## config.mk

```make
export PLATFORM = sky130hd
export DESIGN_NAME = firebird7_in_gate1_tessent_tdr_w19_ctl
export DESIGN_NICKNAME = d
export VERILOG_FILES = /design/src/rtl/firebird7_in_gate1_tdr_pkg.sv /design/src/rtl/firebird7_in_gate1_tdr_len_chk.sv /design/src/rtl/firebird7_in_gate1_tessent_tdr_w19_ctl.sv
export SDC_FILE = /design/constraint.sdc
export NUM_CORES = 1
export LEC_CHECK = 0
export BUFFER_PORTS_ARGS = -buffer_cell sky130_fd_sc_hd__buf_2
export CORE_MARGIN = 1.5
export CORE_UTILIZATION = 25
export CTS_CLUSTER_SIZE = 25
export DETAILED_ROUTE_END_ITERATION = 8
export PLACE_DENSITY = 0.41
export SLEW_MARGIN = 20
export SYNTH_ARGS = -nofsm -noshare
export SYNTH_HDL_FRONTEND = slang
export SYNTH_HIERARCHICAL = 1
export SYNTH_SLANG_ARGS = --single-unit
```

## constraint.sdc

```tcl
create_clock -name ijtag_tck -period 4 [get_ports ijtag_tck]
set_input_delay 0.8 -clock ijtag_tck [delete_from_list [all_inputs] [get_ports ijtag_tck]]
set_output_delay 0.8 -clock ijtag_tck [all_outputs]
set_load 0.05 [all_outputs]
```

## src/rtl/firebird7_in_gate1_tdr_pkg.sv

```systemverilog
// Shared constants, scan-segment field map and operation decode for the
// firebird7_in gate1 IJTAG override TDR.
package firebird7_in_gate1_tdr_pkg;

  localparam int TDR_WIDTH = 19;
  localparam int TDR_LEN   = TDR_WIDTH + 2;

  // Field positions inside the scan segment.
  localparam int SEL_BIT  = 0;
  localparam int DATA_LSB = 1;
  localparam int STAT_BIT = TDR_WIDTH + 1;

  typedef enum logic [1:0] {
    OP_NONE,
    OP_CAPTURE,
    OP_SHIFT,
    OP_UPDATE
  } tdr_op_e;

  // Shift counter width: wide enough to hold a full segment plus one.
  function automatic int CNT_W(input int width);
    return $clog2(width + 3);
  endfunction

  // Only one operation acts per edge: capture beats shift beats update.
  function automatic tdr_op_e decode_op(input logic sel, input logic ce,
                                        input logic se, input logic ue);
    tdr_op_e op;
    op = OP_NONE;
    if (sel) begin
      if (ce)      op = OP_CAPTURE;
      else if (se) op = OP_SHIFT;
      else if (ue) op = OP_UPDATE;
    end
    return op;
  endfunction

endpackage

```

## src/rtl/firebird7_in_gate1_tdr_len_chk.sv

```systemverilog
// Shift-length checker: tracks whether a capture was seen and how many bits
// have been shifted since, and decides whether an update may be accepted.
module firebird7_in_gate1_tdr_len_chk
  import firebird7_in_gate1_tdr_pkg::*;
#(
  parameter int WIDTH        = TDR_WIDTH,
  parameter bit LENGTH_CHECK = 1'b1
) (
  input  logic clk,
  input  logic rst_n,
  input  logic i_capture,
  input  logic i_shift,
  input  logic i_update,
  output logic o_update_ok
);

  localparam int              CW       = CNT_W(WIDTH);
  localparam logic [CW-1:0]   CNT_MAX  = '1;
  localparam logic [CW-1:0]   CNT_FULL = CW'(WIDTH + 2);

  logic [CW-1:0] r_cnt;
  logic          r_armed;

  // NOTE: state registers use non-blocking assignments so every flop samples
  // the pre-edge values of its neighbours, matching real hardware.
  always_ff @(posedge clk or negedge rst_n) begin
    if (!rst_n) begin
      r_cnt   <= '0;
      r_armed <= 1'b0;
    end else if (i_capture) begin
      r_cnt   <= '0;
      r_armed <= 1'b1;
    end else if (i_shift) begin
      if (r_cnt != CNT_MAX) r_cnt <= r_cnt + 1'b1;
    end else if (i_update) begin
      r_cnt   <= '0;
      r_armed <= 1'b0;
    end
  end

  // Saturation keeps an over-long shift from wrapping back to an exact count.
  assign o_update_ok = (LENGTH_CHECK == 1'b0) || (r_armed && (r_cnt == CNT_FULL));

endmodule

```

## src/rtl/firebird7_in_gate1_tessent_tdr_w19_ctl.sv

```systemverilog
// IJTAG TDR feeding the gate1 19-bit IJTAG/functional mux: observes functional
// data on capture, shifts a WIDTH+2 segment, and loads data/select on update.
module firebird7_in_gate1_tessent_tdr_w19_ctl
  import firebird7_in_gate1_tdr_pkg::*;
#(
  parameter int WIDTH        = TDR_WIDTH,
  parameter bit LENGTH_CHECK = 1'b1
) (
  input  logic             ijtag_tck,
  input  logic             ijtag_reset,
  input  logic             ijtag_sel,
  input  logic             ijtag_ce,
  input  logic             ijtag_se,
  input  logic             ijtag_ue,
  input  logic             ijtag_si,
  output logic             ijtag_so,
  input  logic [WIDTH-1:0] functional_data_in,
  output logic [WIDTH-1:0] ijtag_data_out,
  output logic             ijtag_select_out,
  output logic             update_rejected
);

  localparam int LEN = WIDTH + 2;

  tdr_op_e          w_op;
  logic             w_update_ok;
  logic [LEN-1:0]   r_sr;
  logic [WIDTH-1:0] r_data_q;
  logic             r_select_q;
  logic             r_update_rejected;

  assign w_op = decode_op(ijtag_sel, ijtag_ce, ijtag_se, ijtag_ue);

  firebird7_in_gate1_tdr_len_chk #(
    .WIDTH        (WIDTH),
    .LENGTH_CHECK (LENGTH_CHECK)
  ) u_len_chk (
    .clk         (ijtag_tck),
    .rst_n       (ijtag_reset),
    .i_capture   (w_op == OP_CAPTURE),
    .i_shift     (w_op == OP_SHIFT),
    .i_update    (w_op == OP_UPDATE),
    .o_update_ok (w_update_ok)
  );

  // Capture packs {status, functional data, current select}.
  always_ff @(posedge ijtag_tck or negedge ijtag_reset) begin
    if (!ijtag_reset) begin
      r_sr <= '0;
    end else begin
      case (w_op)
        OP_CAPTURE: r_sr <= {r_update_rejected, functional_data_in, r_select_q};
        OP_SHIFT:   r_sr <= {ijtag_si, r_sr[LEN-1:1]};
        default:    r_sr <= r_sr;
      endcase
    end
  end

  // Select must come out of reset low so the downstream mux passes functional data.
  always_ff @(posedge ijtag_tck or negedge ijtag_reset) begin
    if (!ijtag_reset) begin
      r_data_q          <= '0;
      r_select_q        <= 1'b0;
      r_update_rejected <= 1'b0;
    end else if (w_op == OP_UPDATE) begin
      if (w_update_ok) begin
        r_data_q          <= r_sr[WIDTH:DATA_LSB];
        r_select_q        <= r_sr[SEL_BIT];
        r_update_rejected <= 1'b0;
      end else begin
        r_update_rejected <= 1'b1;
      end
    end
  end

  assign ijtag_so         = r_sr[SEL_BIT];
  assign ijtag_data_out   = r_data_q;
  assign ijtag_select_out = r_select_q;
  assign update_rejected  = r_update_rejected;

endmodule

```

==> run_results.csv <==
group,metric,value,unit
run_status,status,"complete, but fails checks",
run_status,violations,"DRC",
cts,cts_tree,"yes",
layout,layout.nets,263,
timing,worst_pin_slew,0.866,ns
global_route,use_met3,2.48,%
yosys,yosysWarnings,6,
placement,port_buffers,47,
pwr,p_leak,1.38,nW
die,die_y,98.9,um
yosys,synth_edf_count,0,
worst_setup_path,required,4.22,ns
timing,period_share,58.8,%
timing,drv_slew,0,
routing,num_vias,1489,
yosys,yosysTopAreaCell,"dfrtp_1",
global_route,grt_use_total,10.3,%
worst_setup_path,rr_startpoint,"u_len_chk/r_cnt[0]",
cts,h-tree-depth,2,
worst_setup_path,reg2reg_to,"u_len_chk/r_cnt[3]",
global_route,top_usage_layer,"met2",
global_route,grt_max_degree,43,
cts,cts_made_buffers,5,
placement,gp_congestion,0.698,
pwr,worst_ir_drop_vdd,0.155,mV
yosys,ys.flop_type,"dfrtp_1",
layout,final_core_util,31.1,%
layout,regArea,0.00120,mm^2
die,die_w,98.9,um
cts,cts_hold_buf,0,
worst_setup_path,cp_max_fo,32,
yosys,synth_top_area_share,52.2,%
yosys,synth_xor_area_share,0.381,%
timing,setup_viol,0,
global_route,grt_pass1_vias,1493,
worst_setup_path,crit_path_end_kind,"register",
timing,rsz0062_at_grt,"false",
cts,clock-root-buffer,"clkbuf_8",
global_route,overflow,0,
cts,cts_setup_buffers,0,
routing,drtAntennaViolNets,0,
yosys,synth_seq_cells,48,
routing,wirelength,4710,um
yosys,synth_compound_area_share,7.29,%
hold_path,hp-class,"in -> async",
layout,n_antenna_cell,0,
timing,clock_skew,0.0122,ns
die,initial_core_util,26.1,%
yosys,synthDistinctLibCells,32,
cts,clk_pin_slew,0.09,ns
global_route,use_met2,15.4,%
worst_setup_path,arrival,2.57,ns
layout,finalNonFillerCells,339,
layout,area_delta_synth_final,19.0,%
yosys,netlist_top_cells_area,"dfrtp_1, mux2_4, mux2i_1",
routing,route.detailed.drc,3,
timing,finalHoldViolations,0,
worst_setup_path,critPathCapture,"u_len_chk/r_cnt[2]",
die,pin_count,48,
global_route,antenna_found_initial,0,
yosys,syn_area_per_cell,12.4,um^2
worst_setup_path,setup.worst_path.start,"ijtag_ue",
layout,drive_gt1_share,33.8,%
yosys,synth.yosys.seq_area_share,52.2,%
worst_setup_path,r2r_slack,2.10,ns
timing,fin_crit,2.35,ns
cts,cts_sinks,48,
routing,drtPass1Iterations,6,
yosys,netlist_instances,185,
cts,clk-insertion-delay-late,0.31,ns
yosys,yosys-top-cells-count,"dfrtp_1, nand2_1, mux2i_1",
yosys,synth_fa_ha_area_share,3.81,%
die,rows,34,
placement,place_inst,331,
layout,multi_input_area,0.00101,mm^2
die,die-area,0.00978,mm^2
cts,post_cts_resized,0,
worst_setup_path,startpoint_type,"input port",
global_route,grt_pass1_wl,7890,um
routing,drt_iter0_drc,59,
worst_setup_path,critPathKind,"in -> reg",
yosys,syn_nets,218,
routing,avgRoutedWirePerCell,13.9,um
yosys,synth-simple-area-share,9.68,%
routing,avgViaCountPerCell,4.39,
timing,slew_headroom,42.3,%
cts,cts_buffer_depth,2,
global_route,grt_use_met1,14.6,%
yosys,synthMuxAreaShare,22.6,%
job,maxCapViolations,0,
placement,dp_hpwl,3180,um
pwr,powerDensity,406,mW/mm^2
timing,tns,0,ns
yosys,synth_top_family_by_area,"multiplexers",
layout,num-fill-cells,897,
yosys,netlist_area,0.00230,mm^2
worst_setup_path,r2r_cells,6,
yosys,ys_async_sr_fraction,100,%
timing,timing.fmax,425,MHz
die,core_region_area,0.00881,mm^2
yosys,yosysMostFrequentCell,"dfrtp_1",
==> report_power, final <==
part | switching, mW | leakage [nW] | internal (mW)
Combinational | 0.0652 | 0.683 | 0.0500
Clock | 0.177 | 0.0687 | 0.252
Sequential | 0.0372 | 0.626 | 0.531
Total | 0.279 | 1.38 | 0.833
==> flip-flops by register name, summed over array words and instances, names as in the netlist <==
| name | flops |
|---|---|
| update_rejected | 1 |
| ijtag_data_out | 19 |
| r_sr | 21 |
| u_len_chk/r_armed | 1 |
| ijtag_select_out | 1 |
| u_len_chk/r_cnt | 5 |
==> per-layer routing <==
layer / vias up / routed length (um)
met5: - / 0
met4: 0 / 54
met3: 5 / 180
met2: 34 / 2070
met1: 711 / 2410
li1: 739 / -
==> cells by family after synthesis <==
group / count (synthesis)
AOI/OAI and AO/OA: 30
xor gates and xnor gates: 1
adders and majority gates: 7
buffers and inverters: 13
DFF: 48
muxes: 42
and+or+nand+nor: 44
==> worst min-delay path by stage <==
stage                     depth (start not counted)            endpoint  slack [ns]               from
after global routing                              1  u_len_chk/r_cnt[3]        0.51        ijtag_reset
final                                             1   ijtag_data_out[5]        0.47        ijtag_reset
after floorplan                                   1   u_len_chk/r_armed        0.45  u_len_chk/r_armed
after global placement                            2            r_sr[20]        0.47           r_sr[20]
after detailed placement                          2            r_sr[20]        0.48           r_sr[20]
after CTS                                         1  u_len_chk/r_cnt[3]        0.50        ijtag_reset
==> through the flow <==
| step | cell area [um^2] | setup slack, ns | power, mW | hold slack (ns) |
|---|---|---|---|---|
| after floorplan | 2300 | 1.97 | 0.650 | 0.450 |
| after global placement | 2600 | 1.32 | 0.697 | 0.473 |
| after detailed placement | 2600 | 1.29 | 0.699 | 0.478 |
| after CTS | 2740 | 1.63 | 1.13 | 0.499 |
| after global routing | 2740 | 1.47 | 1.17 | 0.514 |
| final | 2740 | 1.65 | 1.11 | 0.473 |
==> cells in the final DEF, fill, tap and decap left out <==
cell type and instances:
dfrtp_1 48, buf_2 47, nand2_1 23, mux2i_1 22
mux2_4 20, o21ai_1 12, o21ai_0 10, ha_1 6
clkbuf_8 5, nor2_1 4, inv_1 3, nand3_1 3
nand2b_1 3, bufinv_16 2, nand3b_1 2, nand4b_1 2
or4b_1 2, a31oi_1 2, nor2b_1 1, o21a_1 1
o211ai_1 1, o211a_1 1, nand2_2 1, ha_2 1
inv_6 1, buf_4 1, and3_1 1, xnor2_1 1
a22oi_1 1, a21o_1 1, or3b_1 1, a21oi_1 1
nor3b_1 1
==> final cells by class <==
class                   instances  share of cell area [%]
flip-flops and latches         48                    43.9
well taps                     108                    4.94
clock inverters                 3                    2.51
clock buffers                   5                    2.51
multi-input cells             124                    36.9
inverters                       3                   0.411
repair buffers                 48                    8.87
==> critical path, stage by stage <==
cell and delay, ns:
buf_2 0.11, nor2b_1 0.13, o21ai_0 0.17, ha_2 0.78, or3b_1 0.41, a31oi_1 0.16
Note: power is estimated with default switching activity, not from simulation.
